## src/rtl/paddle2quad_pkg.sv

```systemverilog
// Shared types and helpers for the paddle-to-quadrature converter.
package paddle2quad_pkg;

  typedef enum logic [1:0] {
    INIT = 2'd0,
    HOLD = 2'd1,
    MOVE = 2'd2
  } state_e;

  localparam int CLKDIV_DEFAULT = 5500;
  localparam int TC_W           = $clog2(CLKDIV_DEFAULT);

  // Quadrature phase to {A,B}: 0->00, 1->01, 2->11, 3->10.
  function automatic logic [1:0] gray2(input logic [1:0] ph);
    return {ph[1], ph[1] ^ ph[0]};
  endfunction

endpackage

```

## src/rtl/paddle2quad_if.sv

```systemverilog
// Paddle source in, quadrature encoder pair and status out.
interface paddle2quad_if;
  logic       enable;
  logic [7:0] paddle;
  logic [1:0] steer;
  logic       moving;
  logic       dir;

  modport master (output enable, paddle, input steer, moving, dir);
  modport slave  (input enable, paddle, output steer, moving, dir);
endinterface

```

## src/rtl/paddle2quad_quad_tick.sv

```systemverilog
// Step-rate divider: one-cycle tick every CLKDIV clocks, synchronous clear.
module quad_tick
  import paddle2quad_pkg::*;
#(
  parameter int CLKDIV = CLKDIV_DEFAULT,
  parameter int W      = TC_W
) (
  input  logic CLK,
  input  logic reset,
  input  logic clear,
  output logic tick
);

  localparam logic [W-1:0] LAST = W'(CLKDIV - 1);

  logic [W-1:0] tc_q, tc_d;

  // Next count: wrap on tick, park at zero while cleared.
  // NOTE: every variable assigned in always_comb gets a default first so no latch is inferred.
  always_comb begin
    tick = !clear && (tc_q == LAST);
    tc_d = tc_q + W'(1);
    if (clear || tick) tc_d = '0;
  end

  // Counter register.
  // NOTE: sequential state uses non-blocking assignments so all flops update from pre-edge values.
  always_ff @(posedge CLK or posedge reset) begin
    if (reset) tc_q <= '0;
    else       tc_q <= tc_d;
  end

endmodule

```

## src/rtl/paddle2quad.sv

```systemverilog
// Tracks an absolute paddle position and emits one quadrature step per tick toward it.
module paddle2quad
  import paddle2quad_pkg::*;
#(
  parameter int CLKDIV   = CLKDIV_DEFAULT,
  parameter int DEADBAND = 2
) (
  input logic          CLK,
  input logic          reset,
  paddle2quad_if.slave bus
);

  state_e      state_q, state_d;
  logic [7:0]  target_q, target_d;
  logic [7:0]  pos_q, pos_d;
  logic [1:0]  ph_q, ph_d;
  logic [1:0]  steer_q, steer_d;
  logic        dir_q, dir_d;
  logic        moving_q, moving_d;

  logic        tick;
  logic        tc_clear;
  logic signed [8:0] diff;
  logic [8:0]  mag;
  logic        step_en;
  logic        step_up;

  // Divider is held at zero in INIT so HOLD always starts a full period.
  assign tc_clear = (state_q == INIT) || !bus.enable;

  quad_tick #(
    .CLKDIV (CLKDIV),
    .W      ($clog2(CLKDIV))
  ) u_tick (
    .CLK   (CLK),
    .reset (reset),
    .clear (tc_clear),
    .tick  (tick)
  );

  // Signed distance to target; pos only moves toward target so it never wraps.
  always_comb begin
    diff    = $signed({1'b0, target_q}) - $signed({1'b0, pos_q});
    mag     = diff[8] ? 9'(-diff) : 9'(diff);
    step_up = !diff[8];
  end

  // FSM next state, step decision and position/phase update.
  always_comb begin
    state_d  = state_q;
    target_d = bus.paddle;
    pos_d    = pos_q;
    ph_d     = ph_q;
    dir_d    = dir_q;
    step_en  = 1'b0;

    case (state_q)
      INIT: begin
        if (bus.enable) begin
          pos_d   = target_q;
          state_d = HOLD;
        end
      end
      HOLD: begin
        if (tick && (mag > 9'(DEADBAND))) begin
          step_en = 1'b1;
          state_d = MOVE;
        end
      end
      MOVE: begin
        if (tick) begin
          if (diff != '0) step_en = 1'b1;
          else            state_d = HOLD;
        end
      end
      default: state_d = INIT;
    endcase

    // Deselecting the source freezes steer and drops back to INIT.
    if (!bus.enable) begin
      state_d = INIT;
      step_en = 1'b0;
    end

    if (step_en) begin
      pos_d = step_up ? pos_q + 8'd1 : pos_q - 8'd1;
      ph_d  = step_up ? ph_q + 2'd1  : ph_q - 2'd1;
      dir_d = step_up;
    end

    moving_d = (state_d == MOVE);
    // steer is registered from the next phase so a 01->10 phase change cannot glitch both wires.
    steer_d  = gray2(ph_d);
  end

  // State and output registers.
  always_ff @(posedge CLK or posedge reset) begin
    if (reset) begin
      state_q  <= INIT;
      target_q <= 8'h00;
      pos_q    <= 8'h00;
      ph_q     <= 2'd0;
      steer_q  <= 2'b00;
      dir_q    <= 1'b0;
      moving_q <= 1'b0;
    end else begin
      state_q  <= state_d;
      target_q <= target_d;
      pos_q    <= pos_d;
      ph_q     <= ph_d;
      steer_q  <= steer_d;
      dir_q    <= dir_d;
      moving_q <= moving_d;
    end
  end

  assign bus.steer  = steer_q;
  assign bus.moving = moving_q;
  assign bus.dir    = dir_q;

endmodule

```

## src/flat_wrapper.sv

```systemverilog
// flat-port wrapper written by rule: the top's interface ports become plain ports
module paddle2quad_flat import paddle2quad_pkg::*;
#(
  parameter int CLKDIV   = CLKDIV_DEFAULT,
  parameter int DEADBAND = 2
)
  (CLK, reset, bus_enable, bus_paddle, bus_steer, bus_moving, bus_dir);
  paddle2quad_if bus_i ();
  input logic CLK;
  input logic reset;
  input wire logic [$bits(bus_i.enable)-1:0] bus_enable;
  input wire logic [$bits(bus_i.paddle)-1:0] bus_paddle;
  output wire logic [$bits(bus_i.steer)-1:0] bus_steer;
  output wire logic [$bits(bus_i.moving)-1:0] bus_moving;
  output wire logic [$bits(bus_i.dir)-1:0] bus_dir;
  assign bus_i.enable = bus_enable;
  assign bus_i.paddle = bus_paddle;
  assign bus_steer = bus_i.steer;
  assign bus_moving = bus_i.moving;
  assign bus_dir = bus_i.dir;
  paddle2quad #(.CLKDIV(CLKDIV), .DEADBAND(DEADBAND)) u_core (.CLK(CLK), .reset(reset), .bus(bus_i));
endmodule
```

## config.mk

```make
export PLATFORM = sky130hd
export DESIGN_NAME = paddle2quad_flat
export DESIGN_NICKNAME = d
export VERILOG_FILES = /design/src/rtl/paddle2quad_pkg.sv /design/src/rtl/paddle2quad_if.sv /design/src/rtl/paddle2quad_quad_tick.sv /design/src/rtl/paddle2quad.sv /design/src/flat_wrapper.sv
export SDC_FILE = /design/constraint.sdc
export NUM_CORES = 1
export LEC_CHECK = 0
export ABC_CLOCK_PERIOD_IN_PS = 9200
export BUFFER_PORTS_ARGS = -buffer_cell sky130_fd_sc_hd__buf_2
export CORE_MARGIN = 1.5
export CORE_UTILIZATION = 45
export DETAILED_ROUTE_END_ITERATION = 12
export SLEW_MARGIN = 0
export SYNTH_ARGS = -nofsm -noshare
export SYNTH_HDL_FRONTEND = slang
export SYNTH_SLANG_ARGS = --single-unit
```

## constraint.sdc

```tcl
create_clock -name CLK -period 9.2 [get_ports CLK]
set_input_delay 0.92 -clock CLK [delete_from_list [all_inputs] [get_ports CLK]]
set_output_delay 0.92 -clock CLK [all_outputs]
set_load 0.05 [all_outputs]
```

==> impl_metrics.yaml <==
clocking:
  clk_latency_ns: 0.29
  cts_root_buffer: "clkbuf_8"
  clockBufferDepth: 2
  cts-resized-gates: 0
  cts_buffers: 5
  clkSinkCount: 36
  cts_setup_buffers: 0
  htree_levels: 2
  hold_buffers: 0
  cts.clk_slew.worst_paths_ns: 0.08
  cts_tree: "built"
route:
  postRouteAntennaNets: 0
  drtIter0Drc: 109
  routedWlPerCell_um: 14.6
  num_vias: 1986
  post-route-drc-count: 0
  via_per_inst: 5.55
  wirelength_mm: 5.24
  firstDrtPassIters: 4
logic_synthesis:
  yosys-top-cells-area: "dfrtp_1 35%, ha_1 9.7%, mux2i_1 3.9%, xor2_1 3.7%, xnor2_1 3.4%"
  seq_area_frac_synth_pct: 35.0
  synthCells: 266
  syn_nets: 299
  ys_warn_count: 0
  ys_top_cells_by_count: "36 x dfrtp_1, 20 x ha_1, 19 x inv_1"
  synth-seq-cells: 36
  netlist_area_mm2: 0.00257
  synth.avg_cell_area_um2: 9.68
  yosys.area.top_type: "dfrtp_1"
  synth.top_cell.area_share_pct: 35.0
  yosys.cell_count.top_type: "dfrtp_1"
  synth_ff_type: "dfrtp_1"
  ys_async_sr_fraction_pct: 100
  synth_edf_count: 0
  netlist-cell-type-count: 62
placed_design:
  post_dp_cell_area_mm2: 0.00273
  gp_congestion: 0.933
  io_buffer_count: 14
  dp_hpwl_mm: 3.90
  place_inst: 350
die:
  coreArea_mm2: 0.00551
  dieArea_mm2: 0.00619
  num_io_pins: 15
  rows: 27
  die_w_um: 78.6
  initial_utilization_pct: 46.8
  die_height_um: 78.6
critical_path:
  worst_setup_path_end_kind: "register"
  reg2regPathDepth: 16
  r2r_start: "u_core.pos_q[0]"
  ff2ff_setup_slack_ns: 4.83
  crit_type: "register to register"
  path_delay_family: "compound AO/OA/AOI/OAI gates"
  r2r_end: "u_core.pos_q[7]"
  critPathMaxFanout: 14
  cp_slowest_stage_delay_ns: 0.60
  path_cells: "ha_1 > inv_1 > fa_1 > a21o_2 > a221oi_2 > o21ai_2 > clkinv_1 > ha_1 > a21o_1 > a21oi_1 > o21bai_1 > a21oi_1 > o21ai_0 > xnor2_1 > or4b_2 > nand4_1"
  start_kind: "register"
  crit_arrival_ns: 4.60
  cp.buffers_inverters: 2
  cp_slowest_cell: "or4b_2"
  required_ns: 9.43
  crit_start: "u_core.pos_q[0]"
pwr:
  finalPower_uw: 528
  power_density_mw_per_mm2: 185
  vdd_drop_max_mv: 0.0978
  leakagePower_uw: 0.00131
timing:
  period_minus_slack_ns: 4.37
  max_freq_mhz: 229
  finalSetupViolations: 0
  finalCritPeriodShare_pct: 47.5
  hold_viol: 0
  fin_skew_ns: 0.00752
  rsz0062_at_grt: "false"
  slew-limit-headroom_pct: 58.3
  tns_ns: 0
  tightest_slew_ns: 0.622
  drv_slew: 0
global_routing:
  antenna_found_initial: 0
  grt_pass1_wl_mm: 9.30
  overflow: 0
  grt.total_usage_pct: 19.2
  grt_pass1_vias: 2020
  grt_max_degree: 37
layout:
  drive_gt1_share_pct: 15.7
  area_growth_pct: 10.8
  n_antenna_cell: 0
  design_area_mm2: 0.00285
  finalNonFillerCells: 358
  nets: 318
  utilization_pct: 51.8
outcome:
  outcome: "finished, final reports clean"
hold_path:
  min_from: "u_core.u_tick.tc_q[0]"
  hold_path_end: "u_core.u_tick.tc_q[0]"
  min_delay_path_depth: 1
  min-delay-path-class: "register to register"
run:
  maxCapViolCount: 0
## where the power goes
group / switching (µW) / internal (µW) / total [µW]
sequential: 7.78 / 166 / 174
clock: 57.9 / 95.6 / 154
combinational: 113 / 87.1 / 200
## routing by layer
metal | vias up | share of wire, % | track usage (%)
met5 | - | 0 | 0
met4 | 0 | 0.88 | 6.61
met3 | 4 | 2.9 | 3.84
met2 | 31 | 45 | 29.1
met1 | 954 | 52 | 27.1
li1 | 997 | - | -
## worst register-to-register path: cells and delay by family, from the launching register on
kind / cells / cell delay, ns
AOI/OAI and AO/OA: 8 / 1.66
adders and majority gates: 3 / 0.97
and+or+nand+nor: 2 / 0.71
DFF: 1 / 0.43
buffers and inverters: 2 / 0.37
xor gates and xnor gates: 1 / 0.16
## kinds of logic after synthesis
| kind of cell | share of synthesized area, % |
|---|---|
| buf+inv | 3.50 |
| compound gates | 17.3 |
| flops | 35.0 |
| simple gates | 19.5 |
| fa+ha+maj | 11.3 |
| mux | 6.37 |
| xor+xnor | 7.14 |
## registers in the layout, indices dropped and copies added (netlist names)
register and flops:
u_core.target_q 8, u_core.pos_q 8, u_core.state_q 2, u_core.u_tick.tc_q 13, u_core.bus.dir 1, u_core.bus.moving 1, u_core.bus.steer 1, u_core.ph_q 2
## per-stage QoR
| stage | hold WS, ns | worst slack [ns] |
|---|---|---|
| after floorplan | 0.455 | 5.27 |
| after global placement | 0.482 | 5.03 |
| after detailed placement | 0.484 | 4.86 |
| after CTS | 0.497 | 4.87 |
| after global routing | 0.531 | 4.57 |
| final | 0.497 | 4.83 |
## final cells by class
cell class / instances / area [µm²]
Tap cell: 72 / 90.1
Inverter: 20 / 75.1
Fill cell: 501 / 2650
Clock inverter: 1 / 30.0
Multi-Input combinational cell: 207 / 1580
Timing Repair Buffer: 15 / 77.6
Sequential cell: 36 / 901
Clock buffer: 7 / 96.3
## worst max-delay path by stage
stage | to | depth (start not counted)
3_5_place_dp | u_core.pos_q[7] | 16
4_1_cts | u_core.pos_q[7] | 16
5_1_grt | u_core.pos_q[7] | 16
2_1_floorplan | u_core.pos_q[7] | 16
6_report | u_core.pos_q[7] | 16
3_3_place_gp | u_core.pos_q[7] | 16
## layout by cell type, fill, tap and decap left out, drive strengths merged, types with 2 or more instances in the layout
| cell type | instances |
|---|---|
| dfrtp | 36 |
| ha | 20 |
| inv | 19 |
| nor2 | 19 |
| a21oi | 16 |
| nand2 | 15 |
| buf | 15 |
| xor2 | 11 |
| xnor2 | 10 |
| mux2i | 10 |
| nand3 | 9 |
| o21ai | 9 |
| clkbuf | 7 |
| and3 | 7 |
| nor2b | 6 |
| nand4 | 6 |
| a21o | 6 |
| or3 | 6 |
| o21a | 5 |
| mux2 | 5 |
| nor3 | 4 |
| o211ai | 4 |
| and2 | 4 |
| nand3b | 2 |
| o221ai | 2 |
| a31oi | 2 |
| o211a | 2 |
| nor4bb | 2 |
| o21bai | 2 |
| fa | 2 |
| o2111ai | 2 |
No activity file was read; power rests on OpenSTA's default activity.
